<file path="src/rtl/mem_arbiter_if.sv">
// Bus bundle for the memory arbiter: CPU request port, host request port and memory macro side.
// The arbiter uses the slave modport. Requesters and the memory model use the master modport.
interface mem_arbiter_if #(
  parameter int AW = 5,
  parameter int DW = 8
);
  logic          cpu_req;
  logic          cpu_we;
  logic [AW-1:0] cpu_addr;
  logic [DW-1:0] cpu_wdata;
  logic          cpu_gnt;
  logic          cpu_rvalid;
  logic [DW-1:0] cpu_rdata;

  logic          hst_req;
  logic          hst_we;
  logic [AW-1:0] hst_addr;
  logic [DW-1:0] hst_wdata;
  logic          hst_gnt;
  logic          hst_rvalid;
  logic [DW-1:0] hst_rdata;

  logic          mem_rd;
  logic          mem_wr;
  logic [AW-1:0] mem_addr;
  logic [DW-1:0] mem_wdata;
  logic [DW-1:0] mem_rdata;

  modport slave (
    input  cpu_req, cpu_we, cpu_addr, cpu_wdata,
    output cpu_gnt, cpu_rvalid, cpu_rdata,
    input  hst_req, hst_we, hst_addr, hst_wdata,
    output hst_gnt, hst_rvalid, hst_rdata,
    output mem_rd, mem_wr, mem_addr, mem_wdata,
    input  mem_rdata
  );

  modport master (
    output cpu_req, cpu_we, cpu_addr, cpu_wdata,
    input  cpu_gnt, cpu_rvalid, cpu_rdata,
    output hst_req, hst_we, hst_addr, hst_wdata,
    input  hst_gnt, hst_rvalid, hst_rdata,
    input  mem_rd, mem_wr, mem_addr, mem_wdata,
    output mem_rdata
  );
endinterface

</file>
<file path="src/rtl/mem_arbiter.sv">
// Shares one single-port memory between the CPU and a host loader port.
// Owner-based arbitration with a round-robin tie break and a hold limit under contention.
module mem_arbiter #(
  parameter int AW       = 5,
  parameter int DW       = 8,
  parameter int MAX_HOLD = 4
) (
  input  logic                clk,
  input  logic                rst_n,
  mem_arbiter_if.slave        bus,
  output logic [1:0]          dbg_state
);

  // Handshake: a port raises x_req and holds we/addr/wdata stable. Every cycle in which
  // x_req and x_gnt are both high is exactly one transfer. A read returns x_rvalid one cycle later.

  localparam int HW = (MAX_HOLD > 1) ? $clog2(MAX_HOLD) : 1;
  localparam logic [HW-1:0] HOLD_LAST = HW'(MAX_HOLD - 1);

  typedef enum logic [1:0] {
    IDLE    = 2'd0,
    OWN_CPU = 2'd1,
    OWN_HST = 2'd2
  } state_t;

  state_t        state;
  state_t        state_nxt;
  logic [HW-1:0] hold_cnt;
  logic          last_hst;
  logic          cpu_rv_q;
  logic          hst_rv_q;
  logic          cpu_gnt;
  logic          hst_gnt;

  assign cpu_gnt = (state == OWN_CPU) & bus.cpu_req;
  assign hst_gnt = (state == OWN_HST) & bus.hst_req;

  always_comb begin
    state_nxt = state;
    unique case (state)
      IDLE: begin
        if (bus.cpu_req && bus.hst_req) state_nxt = last_hst ? OWN_CPU : OWN_HST;
        else if (bus.cpu_req)           state_nxt = OWN_CPU;
        else if (bus.hst_req)           state_nxt = OWN_HST;
      end
      OWN_CPU: begin
        if (!bus.cpu_req)
          state_nxt = bus.hst_req ? OWN_HST : IDLE;
        else if (hold_cnt == HOLD_LAST && cpu_gnt && bus.hst_req)
          state_nxt = OWN_HST;
      end
      OWN_HST: begin
        if (!bus.hst_req)
          state_nxt = bus.cpu_req ? OWN_CPU : IDLE;
        else if (hold_cnt == HOLD_LAST && hst_gnt && bus.cpu_req)
          state_nxt = OWN_CPU;
      end
      default: state_nxt = IDLE;
    endcase
  end

  always_ff @(posedge clk or negedge rst_n) begin
    if (!rst_n) begin
      state    <= IDLE;
      hold_cnt <= '0;
      last_hst <= 1'b1;
      cpu_rv_q <= 1'b0;
      hst_rv_q <= 1'b0;
    end else begin
      state <= state_nxt;
      if (state_nxt != state)
        hold_cnt <= '0;
      else if ((cpu_gnt || hst_gnt) && hold_cnt != HOLD_LAST)
        hold_cnt <= hold_cnt + HW'(1);
      if (state_nxt != state && state_nxt == OWN_CPU) last_hst <= 1'b0;
      if (state_nxt != state && state_nxt == OWN_HST) last_hst <= 1'b1;
      cpu_rv_q <= cpu_gnt & ~bus.cpu_we;
      hst_rv_q <= hst_gnt & ~bus.hst_we;
    end
  end

  assign bus.cpu_gnt    = cpu_gnt;
  assign bus.hst_gnt    = hst_gnt;
  assign bus.cpu_rvalid = cpu_rv_q;
  assign bus.hst_rvalid = hst_rv_q;
  assign bus.cpu_rdata  = bus.mem_rdata;
  assign bus.hst_rdata  = bus.mem_rdata;

  assign bus.mem_rd = (cpu_gnt & ~bus.cpu_we) | (hst_gnt & ~bus.hst_we);
  assign bus.mem_wr = (cpu_gnt &  bus.cpu_we) | (hst_gnt &  bus.hst_we);

  // Address/data follow the CPU unless the host holds a grant; forced to zero while in reset.
  assign bus.mem_addr  = !rst_n ? '0 : (hst_gnt ? bus.hst_addr  : bus.cpu_addr);
  assign bus.mem_wdata = !rst_n ? '0 : (hst_gnt ? bus.hst_wdata : bus.cpu_wdata);

  assign dbg_state = state;

endmodule

</file>
<file path="src/flat_wrapper.sv">
// flat-port wrapper written by rule: the top's interface ports become plain ports
module mem_arbiter_flat 
#(
  parameter int AW       = 5,
  parameter int DW       = 8,
  parameter int MAX_HOLD = 4
)
  (clk, rst_n, dbg_state, bus_cpu_req, bus_cpu_we, bus_cpu_addr, bus_cpu_wdata, bus_cpu_gnt, bus_cpu_rvalid, bus_cpu_rdata, bus_hst_req, bus_hst_we, bus_hst_addr, bus_hst_wdata, bus_hst_gnt, bus_hst_rvalid, bus_hst_rdata, bus_mem_rd, bus_mem_wr, bus_mem_addr, bus_mem_wdata, bus_mem_rdata);
  mem_arbiter_if #(.AW(AW), .DW(DW)) bus_i ();
  input  logic clk;
  input  logic rst_n;
  output logic [1:0] dbg_state;
  input wire logic [$bits(bus_i.cpu_req)-1:0] bus_cpu_req;
  input wire logic [$bits(bus_i.cpu_we)-1:0] bus_cpu_we;
  input wire logic [$bits(bus_i.cpu_addr)-1:0] bus_cpu_addr;
  input wire logic [$bits(bus_i.cpu_wdata)-1:0] bus_cpu_wdata;
  output wire logic [$bits(bus_i.cpu_gnt)-1:0] bus_cpu_gnt;
  output wire logic [$bits(bus_i.cpu_rvalid)-1:0] bus_cpu_rvalid;
  output wire logic [$bits(bus_i.cpu_rdata)-1:0] bus_cpu_rdata;
  input wire logic [$bits(bus_i.hst_req)-1:0] bus_hst_req;
  input wire logic [$bits(bus_i.hst_we)-1:0] bus_hst_we;
  input wire logic [$bits(bus_i.hst_addr)-1:0] bus_hst_addr;
  input wire logic [$bits(bus_i.hst_wdata)-1:0] bus_hst_wdata;
  output wire logic [$bits(bus_i.hst_gnt)-1:0] bus_hst_gnt;
  output wire logic [$bits(bus_i.hst_rvalid)-1:0] bus_hst_rvalid;
  output wire logic [$bits(bus_i.hst_rdata)-1:0] bus_hst_rdata;
  output wire logic [$bits(bus_i.mem_rd)-1:0] bus_mem_rd;
  output wire logic [$bits(bus_i.mem_wr)-1:0] bus_mem_wr;
  output wire logic [$bits(bus_i.mem_addr)-1:0] bus_mem_addr;
  output wire logic [$bits(bus_i.mem_wdata)-1:0] bus_mem_wdata;
  input wire logic [$bits(bus_i.mem_rdata)-1:0] bus_mem_rdata;
  assign bus_i.cpu_req = bus_cpu_req;
  assign bus_i.cpu_we = bus_cpu_we;
  assign bus_i.cpu_addr = bus_cpu_addr;
  assign bus_i.cpu_wdata = bus_cpu_wdata;
  assign bus_cpu_gnt = bus_i.cpu_gnt;
  assign bus_cpu_rvalid = bus_i.cpu_rvalid;
  assign bus_cpu_rdata = bus_i.cpu_rdata;
  assign bus_i.hst_req = bus_hst_req;
  assign bus_i.hst_we = bus_hst_we;
  assign bus_i.hst_addr = bus_hst_addr;
  assign bus_i.hst_wdata = bus_hst_wdata;
  assign bus_hst_gnt = bus_i.hst_gnt;
  assign bus_hst_rvalid = bus_i.hst_rvalid;
  assign bus_hst_rdata = bus_i.hst_rdata;
  assign bus_mem_rd = bus_i.mem_rd;
  assign bus_mem_wr = bus_i.mem_wr;
  assign bus_mem_addr = bus_i.mem_addr;
  assign bus_mem_wdata = bus_i.mem_wdata;
  assign bus_i.mem_rdata = bus_mem_rdata;
  mem_arbiter #(.AW(AW), .DW(DW), .MAX_HOLD(MAX_HOLD)) u_core (.clk(clk), .rst_n(rst_n), .bus(bus_i), .dbg_state(dbg_state));
endmodule
</file>
<file path="config.mk">
export PLATFORM = sky130hd
export DESIGN_NAME = mem_arbiter_flat
export DESIGN_NICKNAME = d
export VERILOG_FILES = /design/src/rtl/mem_arbiter_if.sv /design/src/rtl/mem_arbiter.sv /design/src/flat_wrapper.sv
export SDC_FILE = /design/constraint.sdc
export NUM_CORES = 1
export LEC_CHECK = 0
export BUFFER_PORTS_ARGS = -buffer_cell sky130_fd_sc_hd__buf_4
export CORE_MARGIN = 10
export CORE_UTILIZATION = 32
export CTS_BUF_LIST = sky130_fd_sc_hd__clkbuf_8
export CTS_CLUSTER_DIAMETER = 100
export DETAILED_ROUTE_END_ITERATION = 16
export GPL_TIMING_DRIVEN = 1
export PLACE_DENSITY = 0.74
export RECOVER_POWER = 25
export SLEW_MARGIN = 10
export SYNTH_ARGS = -nofsm -noshare
export SYNTH_HDL_FRONTEND = slang
export SYNTH_SLANG_ARGS = --single-unit
</file>
<file path="constraint.sdc">
create_clock -name clk -period 3.7 [get_ports clk]
set_clock_uncertainty 0.05 [all_clocks]
set_input_delay 0 -clock clk [delete_from_list [all_inputs] [get_ports clk]]
set_output_delay 0 -clock clk [all_outputs]
set_load 0.02 [all_outputs]
</file>
## Yosys cells after proc, flatten, opt, wreduce, memory -nomap -nowiden

Index checks and enable logic that the tools add are counted.

| word-level totals | value |
|---|---|
| input port bits | 40 |
| flip-flop bits (word level) | 7 |
| output and inout bits | 37 |
| logic and storage cells | 54 |

| cells by class | value |
|---|---|
| muxes and demuxes | 19 |
| bitwise gates (word level) | 10 |
| equal/unequal tests | 7 |
| reductions and logical operators | 12 |
| add/subtract/negate cells | 1 |

Operator list:

| kind | number |
|---|---|
| two-way mux 2 bit | 11 |
| two-way mux 8 bit | 2 |
| two-way mux 5 bit | 2 |
| logical AND 1 bit | 8 |
| AND 1 bit | 6 |
| equality test 2 bit, second input constant | 3 |
| case mux 2 bit (3 select lines) | 1 |
| equality test 2 x 1 -> 1 bit, second input constant | 2 |
| nonzero test 2 bit | 2 |
| two-way mux 1 bit | 3 |
| adder 2 x 1 -> 2 bit, second input constant | 1 |
| zero test 2 bit | 1 |
| != test 2 bit | 1 |
| != test 2 bit, second input constant | 1 |
| NOT 1 bit | 2 |
| bitwise OR 1 bit | 2 |
| logical OR 1 bit | 1 |

## Logic depth before layout (Yosys ltp)

Gate-level depths: netlist of the first run.

| depth | value |
|---|---|
| depth in word-level cells | 11 |
| gate-level depth with buffers | 6 |
| mapped depth without buffers | 4 |

## Least setup slack after synthesis of the first run

No wires, ideal clock.

| timing path | value |
|---|---|
| kind | register to output |
| start | register u_core.state[0] (netlist: u_core.dbg_state[0]) |
| end | output bus_mem_addr[0] |
| setup slack | 2.205 ns |
| cell stages (with the launch flop) | 7 |
| buffers on the path | 2 |
| data required time | 3.650 ns |
| arrival time | 1.445 ns |
| cells stage by stage | dfrtp_1 -> buf_4 -> nand3b_4 -> clkinv_2 -> buf_6 -> nand2_1 -> a21boi_1 |

| between the ends | value |
|---|---|
| longest elaborated chain between the ends | 4 |

RTL lines:

| item | RTL line | text |
|---|---|---|
| start: declaration | mem_arbiter.sv:26 | `state_t state;` |
| start signal: assignment | mem_arbiter.sv:70 | `state <= state_nxt;` |
| equality test 2 bit | mem_arbiter.sv:36 | `assign hst_gnt = (state == OWN_HST) & bus.hst_req;` |
| AND 1 bit | mem_arbiter.sv:36 |  |
| via bus_hst_gnt | flat_wrapper.sv:24 | `output wire logic [$bits(bus_i.hst_gnt)-1:0] bus_hst_gnt;` |
| two-way mux 5 bit (2 in a row) | mem_arbiter.sv:93 | `assign bus.mem_addr = !rst_n ? '0 : (hst_gnt ? bus.hst_addr : bus.cpu_addr);` |
| end: declaration | flat_wrapper.sv:29 | `output wire logic [$bits(bus_i.mem_addr)-1:0] bus_mem_addr;` |

The timed path passes the listed nets, and every way through them passes these cells.

## Worst setup path after layout of the first run

| timing path | value |
|---|---|
| start | register u_core.state[0] (netlist: u_core.dbg_state[0]) |
| end | output bus_mem_wr |

| between the ends | value |
|---|---|
| longest elaborated chain between the ends | 4 |
| elaborated cells on any way between the ends | 7 |
| classes of those cells | 2 x eq/ne; 5 x bitwise |

RTL lines:

| item | RTL line | text |
|---|---|---|
| equality test 2 x 1 -> 1 bit or equality test 2 bit (tied branches) | mem_arbiter.sv:35, mem_arbiter.sv:36 |  |
| AND 1 bit (on tied branches) | mem_arbiter.sv:35, mem_arbiter.sv:36 |  |
| AND 1 bit | mem_arbiter.sv:90 | `assign bus.mem_wr = (cpu_gnt & bus.cpu_we) \| (hst_gnt & bus.hst_we);` |
| bitwise OR 1 bit * | mem_arbiter.sv:90 |  |
| end: declaration | flat_wrapper.sv:28 | `output wire logic [$bits(bus_i.mem_wr)-1:0] bus_mem_wr;` |

Mark *: on every way between the ends. The rest lies on a longest branch, timed or not.

==> results of run 1 <==
==> final timing paths <==
| kind | from | to | slack [ns] | cells after the start |
|---|---|---|---|---|
| setup / recovery | u_core.dbg_state[0]$_DFF_PN0_ | bus_mem_wr | 1.88 | 4 |
| setup reg to reg | u_core.hold_cnt[0]$_DFFE_PN0P_ | u_core.hold_cnt[0]$_DFFE_PN0P_ | 2.11 | 4 |
| max in group asynchronous | rst_n | u_core.hold_cnt[0]$_DFFE_PN0P_ | 2.74 | 2 |
| hold reg to reg | u_core.hold_cnt[0]$_DFFE_PN0P_ | u_core.hold_cnt[0]$_DFFE_PN0P_ | 0.53 | 2 |
| min in group asynchronous | rst_n | u_core.dbg_state[0]$_DFF_PN0_ | 0.35 | 2 |
| hold / removal | bus_hst_req | u_core.dbg_state[1]$_DFF_PN0_ | 0.02 | 3 |
==> critical path, stage by stage, from the launching register on <==
cell and delay, ns:
dfrtp_1 0.56, nand3b_4 0.32, clkinv_2 0.23, a22o_1 0.28, buf_4 0.15
==> cells by family (layout without fill, tap and decap cells) <==
kind of cell    after synthesis  after routing  share of synthesized area [%]
fa+ha+maj                     1              1                          1.510
compound gates               30             30                          28.85
buf+inv                      28             74                          22.51
simple gates                 42             42                          25.83
flops                         7              7                          21.30
==> sequential cells by signal, summed over array words and instances, names as in the netlist <==
name	cells
u_core.bus.cpu_rvalid	1
u_core.last_hst	1
u_core.dbg_state	2
u_core.bus.hst_rvalid	1
u_core.hold_cnt	2
==> layer usage <==
layer	track usage [%]	wire (um)	vias to the layer above
met5	0	0	-
met4	1.290	0	0
met3	3.626	242	0
met2	19.68	1436	40
met1	11.01	1007	410
li1	-	-	446
==> metrics by stage <==
stage / hold WS [ns] / total power [mW] / util (%) / instances
2_1_floorplan: -0.3456 / 0.2236 / - / 108
3_3_place_gp: -0.1918 / 0.2581 / 44.14 / 168
3_5_place_dp: -0.1848 / 0.2630 / 44.14 / 168
4_1_cts: 0.01678 / 0.3917 / 50.81 / 184
5_1_grt: 0.05851 / 0.4138 / 50.35 / 184
6_report: 0.02252 / 0.3852 / 50.35 / 184
==> cells in the mapped netlist <==
master and instances:
buf_6 1, a311oi_2 1, o21ai_0 3, nor3_1 2, nand4bb_1 1, ha_1 1, o22ai_1 1, o221ai_1 1
a211oi_2 2, a221oi_1 1, nand3_1 3, a21boi_1 13, a31oi_1 1, nand3b_4 1, and3_1 1, dfrtp_1 6
o21a_1 1, clkinv_2 1, buf_2 1, inv_1 4, clkbuf_1 1, nor2_1 3, inv_2 1, a21o_1 1
a22o_1 2, a21o_2 1, a21oi_1 1, nand4bb_2 1, a21bo_1 1, buf_4 19, nand2_1 28, and2b_2 1
and3b_2 1, dfstp_2 1
==> layout make-up <==
type | instances | area, um2 | share of cell area, %
multi-input cells | 73 | 465.4 | 37.31
clock inverters | 1 | 3.754 | 0.3009
inverters | 6 | 23.77 | 1.906
repair buffers | 64 | 499.2 | 40.02
clock buffers | 3 | 41.29 | 3.310
well taps | 30 | 37.54 | 3.009
flip-flops and latches | 7 | 176.4 | 14.14
==> report_power, final <==
group | total [mW] | switching, mW | internal, mW
Clock | 0.102 | 0.0305 | 0.0715
Combinational | 0.178 | 0.0920 | 0.0857
Sequential | 0.105 | 0.0171 | 0.0883
==> cells in the final DEF (no fill, tap or decap), types with 2 or more instances in the layout <==
| cell | n |
|---|---|
| a211oi_2 | 2 |
| a21boi_1 | 13 |
| a22o_1 | 2 |
| buf_4 | 49 |
| clkbuf_1 | 3 |
| clkbuf_8 | 3 |
| dfrtp_1 | 6 |
| dlygate4sd3_1 | 12 |
| inv_1 | 5 |
| nand2_1 | 28 |
| nand3_1 | 3 |
| nor2_1 | 3 |
| nor3_1 | 2 |
| o21ai_0 | 3 |
==> timing repair <==
action / 4_1_cts / 5_1_grt
gates resized for setup: 0 / 0
hold buffers: 12 / 0
hold endpoints to repair: 26 / 0
==> out/metrics.cfg, run 1 <==
[routing]
drt-wirelength-per-cell_um = 14.60
wirelength_mm = 2.686
viasPerCell = 4.870
num_vias = 896
ant_nets = 0
first_iter_violations = 18
drc = 0
firstDrtPassIters = 4

[yosys]
synth-seq-cells = 7
synth_area_per_cell_um2 = 7.669
synth_seq_area_share_pct = 21.30
yosys.area.top_type = dfrtp_1
netlist_instances = 108
ys_types = 34
syn_nets = 149
yosysTopAreaCellShare_pct = 18.13
synth_area_um2 = 828.3
netlist_top_cells_area = dfrtp_1 (18%), buf_4 (17%), nand2_1 (13%), a21boi_1 (12%), dfstp_2 (3.2%)
ys_warn_count = 0

[clock_network]
cts_tree = yes
clock_path_buffers = 2
path_clk_slew_ns = 0.04
cts_num_sinks = 7
cts_setup_buffers = 0
clock_latency_ns = 0.22
cts_max_level = 1
cts_made_buffers = 3
cts.root.buffer_cell = clkbuf_8

[timing]
max_freq_mhz = 548.1
rsz0062_at_grt = false
finalWorstSetupSlack_ns = 1.876
finalHoldViolations = 0
slew_violations = 0
period_share_pct = 49.31
layout_min_cycle_time_ns = 1.824
setup_tns_ns = 0
relSlewSlack_pct = 45.51
worst_pin_slew_ns = 0.8174
final-setup-viol-count = 0

[global_routing]
antenna_found_initial = 0
globalRouteOverflowTotal = 0
grt.total_usage_pct = 10.41
grt_pass1_vias = 954
grt_max_degree = 21
grt_pass1_wl_mm = 4.588

[worst_setup_path]
crit_path_max_fanout = 16
startpoint_type = flop
critPathKind = flop to output port
worst_ep_required_time_ns = 3.65
crit_arrival_ns = 1.77
critPathCaptureType = output port

[finish]
n_antenna_cell = 0
fill_cells = 243
areaGrowthSynthToFinish_pct = 50.60
drive_above_1_share_pct = 40.91
fin_nets = 196
finalInstanceArea_mm2 = 0.001247

[floorplanning]
ios = 77
rows = 18
dieArea_mm2 = 0.005023
start_util_pct = 33.43
die_h_um = 70.88
core_mm2 = 0.002477
die_w_um = 70.88

[place]
post-dp-hpwl_mm = 1.968
portBuffers = 52
gp_congestion = 0.7782
placed_area_mm2 = 0.001094
pre_cts_ws_ns = 2.098

[status]
status = finished, final reports clean

[hold_path]
worstHoldPathType = input port to flop

[pwr]
p_leak_nw = 0.6396
peakVddDrop_uv = 335.2
power.density_mw_per_mm2 = 308.8

[job]
cap_violations = 0

Note: power is estimated with default switching activity, not from simulation.
==> run 2: changes to the inputs <==
==> constraint.sdc (replaced) <==
create_clock -name clk -period 1.9 [get_ports clk]
set_clock_uncertainty 0.05 [all_clocks]
set_input_delay 0 -clock clk [delete_from_list [all_inputs] [get_ports clk]]
set_output_delay 0 -clock clk [all_outputs]
set_load 0.02 [all_outputs]
==> run 2 against run 1 <==
  * Via count grew 0.11%
  * Design area grew 0.60%
  * Largest power group unchanged
  * Worst hold slack better by 0.0044 ns
  * Critical endpoint unchanged
  * Global-route usage fell by 0.050 points
==> out/metrics.cfg, run 2 (same netlist as run 1, synthesis figures left out) <==
[status]
status = finished, final reports clean

[pwr]
power.density_mw_per_mm2 = 607.1  ; +97%
swShare_pct = 36.88  ; +0.62 points
p_leak_nw = 0.6439  ; +0.67%
internal_power_mw = 0.4809  ; +96%
switching_power_mw = 0.2810  ; +100%
p_total_mw = 0.7619  ; +98%
pwr-share-clk_pct = 27.3  ; +0.8 points
p_seq_share_pct = 26.9  ; -0.5 points
peakVddDrop_uv = 484.3  ; +44%
p_comb_share_pct = 45.8  ; -0.3 points

[timing]
period_share_pct = 88.70
hold_ws_ns = 0.02693  ; +0.004407 ns
worst_pin_slew_ns = 0.8008  ; -0.01659 ns
final-setup-viol-count = 0  ; unchanged
relSlewSlack_pct = 46.61  ; +1.1 points
rsz0062_at_grt = false
finalWorstSetupSlack_ns = 0.2147  ; -1.661 ns
max_freq_mhz = 593.4
setup_tns_ns = 0  ; unchanged
finalHoldViolations = 0  ; unchanged
slew_violations = 0  ; unchanged
layout_min_cycle_time_ns = 1.685

[worst_setup_path]
critPathKind = flop to output port
startpoint_type = flop
r2r-start = u_core.hold_cnt[0]$_DFFE_PN0P_
critPathCaptureType = output port
crit_path_max_fanout = 15  ; -1
cp_top_family = flip-flops
critPathSlowestCell = dfrtp_1
r2r_slack_ns = 0.33  ; -1.78 ns
path_cells = nand3b_4, clkinv_2, a22o_1, buf_4
cp-startpoint = u_core.dbg_state[0]$_DFF_PN0_
worst_ep_required_time_ns = 1.85  ; -1.80 ns
max_stage_delay_ns = 0.56  ; about the same
critPathBufInv = 2  ; unchanged
crit_arrival_ns = 1.64  ; -0.13 ns

[finish]
n_antenna_cell = 0  ; unchanged
fin_nets = 197  ; +0.51%
final_common_cell = buf_4
fill_cells = 240  ; -1.2%
drive_above_1_share_pct = 41.29  ; +0.38 points
areaGrowthSynthToFinish_pct = 51.51
layout_common_cells = buf_4 (50), nand2_1 (28), a21boi_1 (13)
final_util_pct = 50.66  ; +0.30 points

[hold_path]
hp-start = bus_hst_req
worstHoldPathType = input port to flop

[place]
portBuffers = 52  ; unchanged
gp_congestion = 0.7732  ; -0.64%
pre_cts_ws_ns = 0.3335  ; -1.765 ns
post-dp-hpwl_mm = 2.012  ; +2.2%

[floorplanning]
core_mm2 = 0.002477  ; unchanged
dieArea_mm2 = 0.005023  ; unchanged
start_util_pct = 33.43  ; unchanged
rows = 18  ; unchanged
die_h_um = 70.88  ; unchanged
die_w_um = 70.88  ; unchanged
ios = 77  ; unchanged

[job]
cap_violations = 0  ; unchanged

[global_routing]
grt.total_usage_pct = 10.36  ; -0.050 points
grt_pass1_wl_mm = 4.409  ; -3.9%
grt_pass1_vias = 948  ; -0.63%
grt_max_degree = 21  ; unchanged
globalRouteOverflowTotal = 0  ; unchanged
antenna_found_initial = 0  ; unchanged

[routing]
num_vias = 897  ; +0.11%
met1_length_um = 949  ; -5.8%
firstDrtPassIters = 4  ; unchanged
top_layer = met4
drt-wirelength-per-cell_um = 14.70  ; +0.68%
met2_length_mm = 1.450  ; +0.97%
viasPerCell = 4.849  ; -0.43%
route.met3.wl_um = 286  ; +18%
drc = 0  ; unchanged
wirelength_mm = 2.719  ; +1.2%
ant_nets = 0  ; unchanged
first_iter_violations = 16  ; -2

[clock_network]
cts.root.buffer_cell = clkbuf_8
path_clk_slew_ns = 0.04  ; about the same
cts_num_sinks = 7  ; unchanged
clock_latency_ns = 0.23  ; about the same
cts_made_buffers = 3  ; unchanged
cts_tree = yes
cts_max_level = 1  ; unchanged
clock_path_buffers = 2  ; unchanged
post_cts_resized = 0  ; unchanged

## run 2: what timing repair did
item | in CTS | in global routing
endpoints found under the hold margin | 27 | 0
hold buffers | 12 | 0
setup buffers | 0 | 0
## run 2: metal layers
| layer | track usage [%] | up-vias |
|---|---|---|
| li1 | - | 448 |
| met4 | 5.161 | 0 |
| met1 | 9.437 | 405 |
| met3 | 4.184 | 2 |
| met2 | 19.29 | 42 |
| met5 | 0 | - |
## run 2: through the flow
stage | std cells | cell area, um2
after CTS | 185 | 1266
after detailed placement | 169 | 1101
after global placement | 169 | 1101
final | 185 | 1255
after floorplan | 108 | 828.3
after global routing | 185 | 1255
## run 2: path summary, 6_finish.rpt
| check | to | cells after the start |
|---|---|---|
| max in group asynchronous | u_core.bus.cpu_rvalid$_DFF_PN0_ | 2 |
| min in group asynchronous | u_core.dbg_state[0]$_DFF_PN0_ | 2 |
| max | bus_mem_wr | 4 |
| min reg2reg | u_core.hold_cnt[1]$_DFFE_PN0P_ | 2 |
| min | u_core.dbg_state[1]$_DFF_PN0_ | 3 |
| max reg2reg | u_core.hold_cnt[0]$_DFFE_PN0P_ | 4 |
## run 2: power groups by stage
stage,Sequential [mW],Combinational (mW),Clock (mW)
after floorplan,0.196,0.239,0
after global placement,0.204,0.300,0
after detailed placement,0.207,0.309,0
after CTS,0.205,0.356,0.214
after global routing,0.210,0.380,0.224
final,0.205,0.349,0.208
## run 2: tightest hold or removal path: stages
cell and delay, ns:
buf_4 0.16, inv_1 0.06, a221oi_1 0.04
## run 2: layout make-up
cell class	count	area (um2)	area share, %
well taps	30	37.54	2.991
inverters	6	23.77	1.894
repair buffers	65	506.7	40.38
flip-flops and latches	7	176.4	14.06
multi-input cells	73	465.4	37.09
clock buffers	3	41.29	3.290
clock inverters	1	3.754	0.2991
==> run 3: changes to the inputs <==
--- a/config.mk
+++ b/config.mk
@@ -7,12 +7,12 @@
 export LEC_CHECK = 0
 export BUFFER_PORTS_ARGS = -buffer_cell sky130_fd_sc_hd__buf_4
 export CORE_MARGIN = 10
-export CORE_UTILIZATION = 32
+export CORE_UTILIZATION = 34
 export CTS_BUF_LIST = sky130_fd_sc_hd__clkbuf_8
 export CTS_CLUSTER_DIAMETER = 100
 export DETAILED_ROUTE_END_ITERATION = 16
 export GPL_TIMING_DRIVEN = 1
-export PLACE_DENSITY = 0.74
+export PLACE_DENSITY = 0.81
 export RECOVER_POWER = 25
 export SLEW_MARGIN = 10
 export SYNTH_ARGS = -nofsm -noshare
==> constraint.sdc (replaced) <==
create_clock -name clk -period 1.5 [get_ports clk]
set_clock_uncertainty 0.05 [all_clocks]
set_input_delay 0 -clock clk [delete_from_list [all_inputs] [get_ports clk]]
set_output_delay 0 -clock clk [all_outputs]
set_load 0.02 [all_outputs]
==> run 3 against run 2 <==
  * Combinational power increased by 46%
  * Wire length increased by 7.0%
  * Register-to-register slack got worse by 0.24 ns
  * First-iteration DRC count decreased by 19%
  * Sequential share of layout area decreased by 0.85 points
  * Sequential power increased by 20%
  * Critical path depth increased by 2
  * Via count increased by 5.0%
  * Non-clock buffer count increased by 7
  * Largest cell class unchanged
  * Highest routed layer is now met3
==> out/metrics.cfg, run 3 (same netlist as run 1, synthesis figures left out) <==
[routing]
wirelength_mm = 2.909  ; +7.0%
first_iter_violations = 13  ; -3
drt-wirelength-per-cell_um = 15.31  ; +4.2%
firstDrtPassIters = 4  ; unchanged
viasPerCell = 4.958  ; +2.3%
ant_nets = 0  ; unchanged
num_vias = 942  ; +5.0%
drc = 0  ; unchanged

[floorplanning]
start_util_pct = 36.39  ; +3.0 points
dieArea_mm2 = 0.004810  ; -4.2%
core_mm2 = 0.002276  ; -8.1%
ios = 77  ; unchanged
die_w_um = 69.36  ; -2.1%
rows = 17  ; -1
die_h_um = 69.36  ; -2.1%

[global_routing]
grt_max_degree = 21  ; unchanged
globalRouteOverflowTotal = 0  ; unchanged
antenna_found_initial = 0  ; unchanged
grt.total_usage_pct = 11.50  ; +1.1 points
grt_pass1_wl_mm = 4.843  ; +9.8%
grt_pass1_vias = 1011  ; +6.6%

[timing]
slew_violations = 0  ; unchanged
layout_min_cycle_time_ns = 1.458
rsz0062_at_grt = true
max_freq_mhz = 685.7
worst_pin_slew_ns = 0.4126  ; -0.3882 ns
relSlewSlack_pct = 72.40  ; +26 points
finalHoldViolations = 0  ; unchanged
finalWorstSetupSlack_ns = 0.04157  ; -0.1731 ns
period_share_pct = 97.23
final-setup-viol-count = 0  ; unchanged
hold_ws_ns = 0.03526  ; +0.008332 ns

[worst_setup_path]
startpoint_type = flop
cp_top_family = buffers and inverters
crit_path_end = bus_mem_wr
critPathCaptureType = output port
worst_ep_required_time_ns = 1.45  ; -0.40 ns
crit_arrival_ns = 1.41  ; -0.23 ns
critPathKind = flop to output port
r2r_slack_ns = 0.09  ; -0.24 ns
crit_path_max_fanout = 9  ; -6
r2r-start = u_core.hold_cnt[0]$_DFFE_PN0P_
worst-path-stages = 6  ; +2
r2r_cells = 4  ; unchanged
path_common_cell = buf_4
max_stage_delay_ns = 0.43  ; -0.13 ns
worstReg2RegEnd = u_core.hold_cnt[0]$_DFFE_PN0P_
critPathSlowestCell = dfrtp_2
cp-startpoint = u_core.dbg_state[1]$_DFF_PN0_
critPathBufInv = 4  ; +2
path_cells = buf_4, inv_2, nand3_1, inv_1, a22o_1, buf_4

[place]
gp_congestion = 0.8265  ; +6.9%
pre_cts_ws_ns = -0.02129  ; -0.3548 ns
post-dp-hpwl_mm = 2.258  ; +12%
portBuffers = 52  ; unchanged
placed_area_mm2 = 0.001129  ; +2.5%

[clock_network]
clock_latency_ns = 0.22  ; about the same
cts_tree = yes
cts_num_sinks = 7  ; unchanged
cts_max_level = 1  ; unchanged
cts_made_buffers = 3  ; unchanged
cts.root.buffer_cell = clkbuf_8
clock_path_buffers = 2  ; unchanged
path_clk_slew_ns = 0.04  ; about the same

[finish]
drive_above_1_share_pct = 46.91  ; +5.6 points
n_antenna_cell = 0  ; unchanged
layout_common_cells = buf_4 (58), nand2_1 (28), a21boi_1 (13)
areaGrowthSynthToFinish_pct = 63.60
finalInstanceArea_mm2 = 0.001355  ; +8.0%
final_util_pct = 59.54  ; +8.9 points
fin_nets = 204  ; +3.6%
fill_cells = 220  ; -8.3%
final_common_cell = buf_4

[hold_path]
worstHoldPathType = input port to flop
whs_path_depth = 3  ; unchanged

[pwr]
peakVddDrop_uv = 540.9  ; +12%
p_leak_nw = 0.6793  ; +5.5%
power.density_mw_per_mm2 = 747.7  ; +23%
p_total_mw = 1.013  ; +33%

[job]
cap_violations = 0  ; unchanged

[status]
status = finished, final reports clean

[run 3: cell types whose count changed in the layout (fill, tap and decap cells not counted), moves of 2 or more]
cell and delta:
buf_4 +8, nand4bb_4 +2, dfrtp_2 +2, dfrtp_1 -2
[run 3: where the power goes]
group	internal [mW]	switching [mW]
Clock	0.177	0.0794
Combinational	0.250	0.261
Sequential	0.220	0.0271
Total	0.646	0.367
[run 3: worst min path at each step]
stage | startpoint | endpoint | slack, ns
2_1_floorplan | rst_n | u_core.bus.cpu_rvalid$_DFF_PN0_ | -0.35
3_3_place_gp | rst_n | u_core.hold_cnt[1]$_DFFE_PN0P_ | -0.19
3_5_place_dp | rst_n | u_core.hold_cnt[1]$_DFFE_PN0P_ | -0.19
4_1_cts | bus_hst_req | u_core.dbg_state[1]$_DFF_PN0_ | 0.02
5_1_grt | bus_hst_req | u_core.dbg_state[1]$_DFF_PN0_ | 0.04
6_report | bus_hst_req | u_core.dbg_state[1]$_DFF_PN0_ | 0.04
[run 3: tightest hold or removal path: stages]
cell	delay [ns]
buf_4	0.16
inv_1	0.06
a221oi_1	0.04
[run 3: layer usage]
metal / global-route usage [%] / routed length [um]
met1: 12.30 / 1063
met2: 21.37 / 1612
met3: 3.709 / 233
met4: 1.996 / 0
met5: 0 / 0
[run 3: layout make-up]
cell class / count / area [um2] / share of cell area, %
sequential: 7 / 178.9 / 13.20
timing repair buffer: 72 / 563.0 / 41.55
multi-input combinational: 73 / 505.5 / 37.30
tap: 28 / 35.03 / 2.585
inverter: 6 / 27.53 / 2.031
clock buffer: 3 / 41.29 / 3.047
clock inverter: 1 / 3.754 / 0.2770
[run 3: per-stage QoR]
step | cells | TNS [ns]
finish | 190 | 0
global route | 190 | -0.08879
CTS | 187 | -0.002331
detailed placement | 171 | -0.02129
global placement | 171 | 0
floorplan | 108 | 0
[run 3: what timing repair did]
item | CTS | global route
hold endpoints to repair | 26 | 0
endpoints found under the setup margin | 16 | 17
hold buffers | 12 | 0
buffers inserted | 0 | 3
resized for setup | 4 | 3
